--- config.mk ---
export PLATFORM = sky130hd
export DESIGN_NAME = gf180mcu_osu_sc_gp12t3v3__bufbank_seq
export DESIGN_NICKNAME = d
export VERILOG_FILES = /design/src/rtl/gf180mcu_osu_sc_gp12t3v3__bufbank_seq.sv
export SDC_FILE = /design/constraint.sdc
export NUM_CORES = 1
export LEC_CHECK = 0
export ABC_AREA = 1
export CORE_ASPECT_RATIO = 1.4
export CORE_MARGIN = 2
export CORE_UTILIZATION = 30
export DETAILED_ROUTE_END_ITERATION = 10
export PLACE_DENSITY = 0.5
export REMOVE_ABC_BUFFERS = 1
export SLEW_MARGIN = 0
export SYNTH_ARGS = -nofsm -noshare
export SYNTH_HDL_FRONTEND = slang
export SYNTH_SLANG_ARGS = --single-unit
--- constraint.sdc ---
create_clock -name CLK -period 1.6 [get_ports CLK]
set_input_delay 0.4 -clock CLK [delete_from_list [all_inputs] [get_ports CLK]]
set_output_delay 0.4 -clock CLK [all_outputs]
set_load 0.005 [all_outputs]
--- src/rtl/gf180mcu_osu_sc_gp12t3v3__bufbank_seq.sv ---
// Staggered enable sequencer for a segmented buf_16 bank: segments are switched one per step.
// Optional synchronous KILL input is compiled in when GF180_BUFSEQ_KILL_EN is defined.
module gf180mcu_osu_sc_gp12t3v3__bufbank_seq #(
  parameter int N_SEG  = 8,
  parameter int STEP_W = 4
) (
  input  logic              CLK,
  input  logic              RN,
`ifdef GF180_BUFSEQ_KILL_EN
  input  logic              KILL,
`endif
  input  logic              EN,
  input  logic [STEP_W-1:0] STEP_DLY,
  output logic [N_SEG-1:0]  SEG_EN,
  output logic              READY,
  output logic              BUSY
);

  typedef enum logic [1:0] {
    ST_IDLE = 2'd0,
    ST_UP   = 2'd1,
    ST_ON   = 2'd2,
    ST_DOWN = 2'd3
  } state_t;

  localparam logic [N_SEG-1:0]  SEG_FULL = {N_SEG{1'b1}};
  localparam logic [N_SEG-1:0]  SEG_NONE = {N_SEG{1'b0}};
  localparam logic [STEP_W-1:0] CNT_ZERO = {STEP_W{1'b0}};
  localparam logic [STEP_W-1:0] CNT_ONE  = {{(STEP_W-1){1'b0}}, 1'b1};

  state_t             state_r;
  state_t             state_s;
  logic [N_SEG-1:0]   seg_r;
  logic [N_SEG-1:0]   seg_s;
  logic [STEP_W-1:0]  cnt_r;
  logic [STEP_W-1:0]  cnt_s;
  logic               ready_r;
  logic               ready_s;
  logic               busy_r;
  logic               busy_s;
  logic               kill_s;
  logic               step_ok_s;
  logic               up_due_s;
  logic               down_due_s;
  logic               full_nx_s;
  logic               empty_nx_s;

  function automatic logic [N_SEG-1:0] therm_up(input logic [N_SEG-1:0] v);
    return {v[N_SEG-2:0], 1'b1};
  endfunction

  function automatic logic [N_SEG-1:0] therm_down(input logic [N_SEG-1:0] v);
    return {1'b0, v[N_SEG-1:1]};
  endfunction

`ifdef GF180_BUFSEQ_KILL_EN
  assign kill_s = KILL;
`else
  assign kill_s = 1'b0;
`endif

  // Step decision, thermometer update and step-gap timer.
  always_comb begin
    seg_s      = seg_r;
    cnt_s      = cnt_r;
    step_ok_s  = (cnt_r == CNT_ZERO);
    up_due_s   = EN && (seg_r != SEG_FULL);
    down_due_s = !EN && (seg_r != SEG_NONE);
    if (step_ok_s && up_due_s) begin
      seg_s = therm_up(seg_r);
    end else if (step_ok_s && down_due_s) begin
      seg_s = therm_down(seg_r);
    end else begin
      seg_s = seg_r;
    end
    // The gap is measured from the last change, so reversals never reload the timer.
    if (seg_s != seg_r) begin
      cnt_s = STEP_DLY;
    end else if (!step_ok_s) begin
      cnt_s = cnt_r - CNT_ONE;
    end else begin
      cnt_s = CNT_ZERO;
    end
  end

  // Next-state selection from the request and the post-step thermometer.
  always_comb begin
    state_s    = state_r;
    full_nx_s  = (seg_s == SEG_FULL);
    empty_nx_s = (seg_s == SEG_NONE);
    case (state_r)
      ST_IDLE: begin
        if (EN) begin
          state_s = full_nx_s ? ST_ON : ST_UP;
        end else begin
          state_s = ST_IDLE;
        end
      end
      ST_UP, ST_DOWN: begin
        if (EN) begin
          state_s = full_nx_s ? ST_ON : ST_UP;
        end else begin
          state_s = empty_nx_s ? ST_IDLE : ST_DOWN;
        end
      end
      ST_ON: begin
        if (EN) begin
          state_s = ST_ON;
        end else begin
          state_s = empty_nx_s ? ST_IDLE : ST_DOWN;
        end
      end
      default: begin
        state_s = ST_IDLE;
      end
    endcase
  end

  // Status flags are computed from the next state so they register alongside it.
  always_comb begin
    ready_s = 1'b0;
    busy_s  = 1'b0;
    if ((state_s == ST_ON) && EN) begin
      ready_s = 1'b1;
    end else begin
      ready_s = 1'b0;
    end
    if ((state_s == ST_UP) || (state_s == ST_DOWN)) begin
      busy_s = 1'b1;
    end else begin
      busy_s = 1'b0;
    end
  end

  // State, thermometer, timer and status registers; KILL bypasses step spacing.
  always_ff @(posedge CLK or negedge RN) begin
    if (!RN) begin
      state_r <= ST_IDLE;
      seg_r   <= SEG_NONE;
      cnt_r   <= CNT_ZERO;
      ready_r <= 1'b0;
      busy_r  <= 1'b0;
    end else if (kill_s) begin
      state_r <= ST_IDLE;
      seg_r   <= SEG_NONE;
      cnt_r   <= CNT_ZERO;
      ready_r <= 1'b0;
      busy_r  <= 1'b0;
    end else begin
      state_r <= state_s;
      seg_r   <= seg_s;
      cnt_r   <= cnt_s;
      ready_r <= ready_s;
      busy_r  <= busy_s;
    end
  end

  assign SEG_EN = seg_r;
  assign READY  = ready_r;
  assign BUSY   = busy_r;

endmodule

==> flow_summary.toml, run 1 <==
[status]
status = "finished with violations"
violations = "setup timing"

[worst_setup_path]
cp_max_fo = 5
crit_family = "simple AND/OR/NAND/NOR gates"
worst_setup_path_start_kind = "flop"
crit_chain = "nor2_2 -> nand2_2 -> buf_6 -> nor2_4 -> nand2_4 -> inv_6 -> buf_12 -> nand2_1 -> nand2_2 -> nand2_2 -> nor2_4 -> nand2_2 -> o211ai_2 -> nand3_1"
cp.required_ns = 1.73
cp.arrival_ns = 2.22
cp_common_cell = "nand2_2"
cp-end-kind = "flop"
crit_path_top_delay_cell = "dfrtp_1"
crit_buf_inv = 3
cp_slowest_stage_delay_ns = 0.39
critical_path_class = "reg -> reg"

[finish]
synthToLayoutAreaGrowth_pct = 78.1
drive_gt1_share_pct = 53.1
antenna_cells = 0
final_nets = 234
fin_util_pct = 56.4

[global_route]
track_usage_pct = 19.1
grt_pass1_wl_mm = 5.58
grt_pass1_vias = 1290
grt_overflow = 0
grt_max_degree = 17
antenna_found_initial = 0

[floorplanning]
die_x_um = 54.9
core_mm2 = 0.00344
start_util_pct = 31.7
die-area_mm2 = 0.00414
die_y_um = 75.3
num_rows = 25
io_pins = 17

[routing]
num_vias = 1283
routed_wl_mm = 3.85
drc = 0
viasPerCell = 4.82
postRouteAntennaNets = 0
first_pass_iters = 4
wl_per_cell_um = 14.5
first_iter_violations = 35

[logic_synthesis]
yosysTopAreaCell = "dfrtp_1"
synth.distinct_cells = 19
yosys_register_bits = 16
syn_area_per_cell_um2 = 7.27
syn_area_mm2 = 0.00109
synthTopCellsByArea = "dfrtp_1 (37%), nand2_1 (17%), nand3_1 (10%), nand2_2 (5.7%), xor2_1 (4.8%)"
synth_top_area_share_pct = 36.7
synth-edff-count = 0
yosysWarnings = 0
syn-instance-count = 150
ys.flop_type = "dfrtp_1"
seq_area_frac_synth_pct = 36.7
synth_async_sr_flop_share_pct = 100

[clock_tree]
cts_root_buf = "clkbuf_8"
clk_pin_slew_worst_paths_ns = 0.07
clock_sinks = 16
cts_buffer_depth = 2
cts_htree_levels = 1
numCtsBuffers = 3
cts_tree = "done"
clock_latency_ns = 0.26

[timing]
slew_headroom_pct = 82.6
fin_crit_ns = 2.09
worst_slack_ns = -0.490
setup_tns_ns = -4.06
setup_viol = 12
fmax_ghz = 0.478
drv_slew = 0
rsz0062_at_grt = "yes"
finalClockSkew_ns = 0.00701
holdWs_ns = 0.466
tightest_slew_ns = 0.260
finalHoldViolCount = 0
timing.final.crit_share_pct = 131

[pwr]
power.leakage_uw = 0.000945
power_uw = 1260
power_per_cell_area_mw_per_mm2 = 651
ir_drop_mv = 0.468

[worst_hold_path]
hold_path_class = "in -> async"

[placement]
portBuffers = 16
gp_congestion = 0.853
dp_hpwl_mm = 2.36

[job]
drv_cap = 0
-- sequential cells by signal, summed over array words and instances, names as in the netlist --
| register | flops |
|---|---|
| READY | 1 |
| SEG_EN | 8 |
| BUSY | 1 |
| cnt_r | 4 |
| state_r | 2 |
-- power breakdown --
group | total (uW) | internal (uW) | switching [uW]
registers | 474 | 444 | 30.3
logic | 413 | 213 | 200
clock network | 376 | 219 | 157
total | 1260 | 876 | 387
-- cell type report --
class,instances,area [um2]
clock buffer,4,55.1
fill,324,1500
inverter,16,65.1
multi-input combinational,119,763
sequential,16,400
tap,40,50.0
timing repair buffer,71,607
-- synth_stat cells, types with 4 or more instances --
cell type   n
nand2_1    48
inv_1      10
nand3_2     4
dfrtp_1    16
nor2_2      4
nand3_1    22
nor2_1     10
inv_2       5
nand2_2    10
xor2_1      6
-- path summary, 6_finish.rpt --
check                           cells after the start  slack, ns      from          to
max in group asynchronous                           2       0.93        RN  state_r[1]
worst max-delay path                               14      -0.49  cnt_r[3]        BUSY
worst min-delay path                                2       0.47        RN   SEG_EN[6]
worst min register to register                      2       0.54  cnt_r[1]    cnt_r[1]
worst max register to register                     14      -0.49  cnt_r[3]        BUSY
min in group CLK                                    2       0.54  cnt_r[1]    cnt_r[1]
-- metal layers --
layer | part of all wire [%] | wire (um) | vias up | track usage, %
li1 | - | - | 633 | -
met1 | 38 | 1450 | 595 | 19.7
met2 | 55 | 2110 | 39 | 35.7
met3 | 3.9 | 150 | 16 | 2.16
met4 | 3.6 | 139 | 0 | 10.6
met5 | 0 | 0 | - | 0
-- logic make-up after synthesis --
group,count (synthesis),synth area share [%]
and+or+nand+nor,106,48.9
DFF,16,36.7
buffers and inverters,16,5.74
AOI/OAI and AO/OA,6,3.79
xor gates and xnor gates,6,4.82
-- metrics by stage --
step	setup slack [ns]	cells	instance area, um2
after floorplan	-0.154	150	1090
after global placement	-0.739	239	1550
after detailed placement	-0.740	239	1550
after CTS	-0.398	260	1820
after global routing	-0.608	266	1940
final	-0.490	266	1940
-- layout by cell type, fill, tap and decap left out, types with 6 or more instances in the layout --
cell type	Yosys	layout
buf_4	0	44
buf_6	0	11
clkdlybuf4s50_1	0	7
dfrtp_1	16	16
dlygate4sd2_1	0	6
inv_1	10	10
nand2_1	48	36
nand2_2	10	19
nand2_4	2	6
nand3_1	22	13
nand3_2	4	11
nor2_1	10	6
nor2_2	4	6
xor2_1	6	6
-- repair_timing --
item / CTS / global route
buffers inserted: 16 / 9
cloned: 1 / 0
pin swaps: 12 / 19
setup endpoints to repair: 18 / 17
gates resized for setup: 42 / 22
hold buffers: 0 / 0
Note: power is estimated with default switching activity, not from simulation.
==> inputs of run 2 (changes only) <==
CORE_UTILIZATION = 33   (was 30)
PLACE_DENSITY = 0.54   (was 0.5)
SKIP_LAST_GASP = 1   (was default)
==> flow_summary.toml, run 2 (synthesis results as in run 1) <==
[status]
status = "finished with violations"
violations = "setup timing"

[finish]
synthToLayoutAreaGrowth_pct = 69.8
drive_gt1_share_pct = 47.8
largest_reg_flops = 8
antenna_cells = 0
final_common_cell = "buf_4"
fin_util_pct = 59.3
final_cell_mix = "buf_4 (48), nand2_1 (42), nand3_1 (17)"
final_nets = 234

[floorplanning]
die_x_um = 52.6
num_rows = 24
io_pins = 17
die_y_um = 72.0
core_mm2 = 0.00312
die-area_mm2 = 0.00378
start_util_pct = 34.9

[global_route]
antenna_found_initial = 0
grt_overflow = 0
grt_pass1_wl_mm = 5.13
grt_max_degree = 17
track_usage_pct = 17.4
grt_pass1_vias = 1194

[timing]
fin_crit_ns = 2.04
fmax_ghz = 0.491
slew_headroom_pct = 82.4
rsz0062_at_grt = "yes"
finalClockSkew_ns = 0.00743
setup_viol = 10
drv_slew = 0
worst_slack_ns = -0.437
timing.final.crit_share_pct = 127
finalHoldViolCount = 0
tightest_slew_ns = 0.263

[pwr]
power_per_cell_area_mw_per_mm2 = 681
combPwrFrac_pct = 32.6
p_sw_share_pct = 29.9
switching_power_uw = 377
ir_drop_mv = 0.446
clkPwrFrac_pct = 29.6
p_int_uw = 884
power.leakage_uw = 0.000929
power_uw = 1260
seqPwrFrac_pct = 37.8

[worst_setup_path]
cp_common_cell = "nand2_2"
worst_setup_path_start_kind = "flop"
crit_chain = "nor2_2 -> nand2_2 -> nor2_4 -> nand2_4 -> nand2_1 -> nand3_1 -> nand2_2 -> nand2_1 -> nor2_2 -> nand2_2 -> o211ai_2 -> nand3_1"
cp.arrival_ns = 2.17
critical_path_class = "reg -> reg"
crit_path_top_delay_cell = "dfrtp_1"
cp-end-kind = "flop"
cp_max_fo = 8
cp.required_ns = 1.73
cp_slowest_stage_delay_ns = 0.38

[routing]
num_vias = 1234
first_iter_violations = 33
routed_wl_mm = 3.24
wl_per_cell_um = 12.2
drc = 0
postRouteAntennaNets = 0
viasPerCell = 4.66
first_pass_iters = 4

[placement]
dp_hpwl_mm = 2.30
gp_congestion = 0.860
portBuffers = 16

[clock_tree]
clk_pin_slew_worst_paths_ns = 0.07
cts_tree = "done"
clock_sinks = 16
cts_buffer_depth = 2
numCtsBuffers = 3
cts_htree_levels = 1
clock_latency_ns = 0.26
cts_root_buf = "clkbuf_8"

[worst_hold_path]
hold_path_class = "in -> async"

[job]
drv_cap = 0
## run 2: repair_timing
action / 4_1_cts / 5_1_grt
buffers inserted: 8 / 10
setup endpoints to repair: 16 / 13
pin swaps: 3 / 16
resized for setup: 20 / 18
hold buffers: 0 / 0
## run 2: path summary, 6_finish.rpt
path | to | slack [ns] | startpoint | cells past startpoint
max in group asynchronous | SEG_EN[3] | 0.95 | RN | 2
min in group CLK | cnt_r[1] | 0.52 | cnt_r[1] | 2
worst max-delay path | state_r[0] | -0.44 | cnt_r[3] | 12
worst min register to register | cnt_r[1] | 0.52 | cnt_r[1] | 2
worst max register to register | state_r[0] | -0.44 | cnt_r[3] | 12
worst min-delay path | SEG_EN[6] | 0.46 | RN | 2
## run 2: critical path: cells and delay by family, from the launching register on
kind	cells	cell delay, ns
AND/OR/NAND/NOR	11	1.35
flip-flops	1	0.38
AO/OA/AOI/OAI	1	0.18
## run 2: area by class of cell
class	count	area, um2
fillers	290	1270
clock buffers	4	55.1
multi-input cells	118	692
well taps	39	48.8
repair buffers	72	592
inverters	16	62.6
flip-flops and latches	16	400
## run 2: per-stage QoR
stage / cells / setup slack (ns) / hold slack, ns / TNS, ns / cell area (um2)
after floorplan: 150 / -0.154 / 0.104 / -1.08 / 1090
after global placement: 243 / -0.672 / 0.503 / -6.44 / 1580
after detailed placement: 243 / -0.711 / 0.509 / -6.62 / 1580
after CTS: 255 / -0.372 / 0.476 / -2.90 / 1720
after global routing: 265 / -0.612 / 0.488 / -5.04 / 1850
final: 265 / -0.437 / 0.457 / -3.46 / 1850
## run 2: routing by layer
layer	global-route usage (%)	part of all wire, %
met1	20.7	41
met2	31.7	53
met3	2.26	4.2
met4	5.13	1.6
met5	0	0
## run 2: power by group through the flow
stage	combinational [uW]	sequential, uW	clock, uW
3_5_place_dp	347	484	0
6_report	410	477	373
4_1_cts	367	476	372
2_1_floorplan	142	488	0
3_3_place_gp	344	481	0
5_1_grt	454	482	398
==> inputs of run 3 (changes only) <==
--- a/config.mk
+++ b/config.mk
@@ -11,2 +11,3 @@
 export CORE_UTILIZATION = 33
+export CTS_BUF_LIST = sky130_fd_sc_hd__clkbuf_8
 export DETAILED_ROUTE_END_ITERATION = 10
==> constraint.sdc (replaced) <==
create_clock -name CLK -period 1.6 [get_ports CLK]
set_input_delay 0.32 -clock CLK [delete_from_list [all_inputs] [get_ports CLK]]
set_output_delay 0.32 -clock CLK [all_outputs]
set_load 0.005 [all_outputs]
==> flow_summary.toml, run 3 (synthesis results as in run 1) <==
[clock_tree]
cts_buffer_depth = 2
cts_tree = "done"
clock_sinks = 16
numCtsBuffers = 3
holdBufCountCts = 0
clk_pin_slew_worst_paths_ns = 0.07
cts_root_buf = "clkbuf_8"
cts_htree_levels = 1
clock_latency_ns = 0.25

[finish]
n_fill_cell = 261
final_nets = 243
final_common_cell = "buf_4"
synthToLayoutAreaGrowth_pct = 84.2
fin_util_pct = 64.3
largest_reg_flops = 8
instances_no_fill = 274
final_cell_mix = "buf_4 (58), nand2_1 (41), dfrtp_1 (15)"
drive_gt1_share_pct = 52.8
antenna_cells = 0

[floorplanning]
io_pins = 17
core_mm2 = 0.00312
die-area_mm2 = 0.00378
start_util_pct = 34.9
die_x_um = 52.6
die_y_um = 72.0
num_rows = 24

[routing]
viasPerCell = 4.83
routed_wl_mm = 3.60
first_pass_iters = 4
wl_per_cell_um = 13.1
drc = 0
first_iter_violations = 40
num_vias = 1323
postRouteAntennaNets = 0

[worst_setup_path]
critical_path_class = "reg -> reg"
cp-end-kind = "flop"
cp.required_ns = 1.74
cp.arrival_ns = 2.20
cp_max_fo = 6
worst_setup_path_start_kind = "flop"

[timing]
fin_crit_ns = 2.06
tightest_slew_ns = 0.248
rsz0062_at_grt = "yes"
drv_slew = 0
fmax_ghz = 0.487
timing.final.crit_share_pct = 128
finalHoldViolCount = 0
slew_headroom_pct = 83.5
finalClockSkew_ns = 0.00511
worst_slack_ns = -0.455
setup_viol = 12
setup_tns_ns = -3.81

[global_route]
antenna_found_initial = 0
grt_max_degree = 17
grt_pass1_wl_mm = 5.09
track_usage_pct = 17.3
grt_pass1_vias = 1185
grt_overflow = 0

[status]
status = "finished with violations"
violations = "setup timing"

[job]
drv_cap = 0

[placement]
portBuffers = 16
dp_hpwl_mm = 2.23
dp_cells = 243
gp_congestion = 0.860

[pwr]
ir_drop_mv = 0.332
power_per_cell_area_mw_per_mm2 = 627
power.leakage_uw = 0.00104

[worst_hold_path]
hold_path_class = "in -> async"
==> run 3: cell type report <==
cell class | count | area [um2] | share of cell area [%]
flip-flops and latches | 16 | 402 | 20.0
clock buffers | 4 | 55.1 | 2.74
repair buffers | 81 | 694 | 34.6
well taps | 39 | 48.8 | 2.43
multi-input cells | 118 | 742 | 37.0
inverters | 16 | 65.1 | 3.24
==> run 3: through the flow <==
step / total power [uW] / area (um2) / hold slack [ns] / setup WS (ns)
floorplan: 630 / 1090 / 0.0244 / -0.154
global placement: 825 / 1580 / 0.503 / -0.592
detailed placement: 829 / 1580 / 0.496 / -0.613
CTS: 1220 / 1730 / 0.406 / -0.393
global route: 1330 / 2010 / 0.430 / -0.632
finish: 1260 / 2010 / 0.390 / -0.455
==> run 3: final timing paths <==
path,start,endpoint,slack [ns],cells past startpoint
worst max-delay path,cnt_r[0],cnt_r[1],-0.46,15
worst min-delay path,RN,SEG_EN[6],0.39,2
worst max register to register,cnt_r[0],cnt_r[1],-0.46,15
worst min register to register,cnt_r[1],cnt_r[1],0.51,2
max in group asynchronous,RN,SEG_EN[7],1.01,2
min in group CLK,cnt_r[1],cnt_r[1],0.51,2
==> run 3: critical path, cell delays in order (launching register included) <==
cell and delay [ns]:
dfrtp_1 0.39, nor2_2 0.15, nand2_2 0.10, buf_4 0.15, nor2_4 0.09, nand2_4 0.11, inv_6 0.10, nand2_1 0.10
nand2_2 0.09, inv_2 0.07, nand2_1 0.08, nand3_2 0.08, nor3_2 0.20, nand2_2 0.10, nand2_1 0.08, nand2_1 0.04
==> run 3: layer usage <==
| metal | track usage [%] | share of wire [%] | vias up |
|---|---|---|---|
| met3 | 1.65 | 3.6 | 14 |
| met4 | 5.70 | 4.1 | 0 |
| met1 | 20.4 | 40 | 626 |
| met2 | 31.9 | 53 | 37 |
| met5 | 0 | 0 | - |
| li1 | - | - | 646 |
==> run 3: power by group <==
group	switching [uW]	internal, uW
logic	191	226
registers	32.5	444
clock network	147	218
==> run 3: timing repair <==
item                       4_1_cts  5_1_grt
setup endpoints to repair       11       17
setup buffers                   10       17
resized for setup               10       37
pin swaps                       10       20
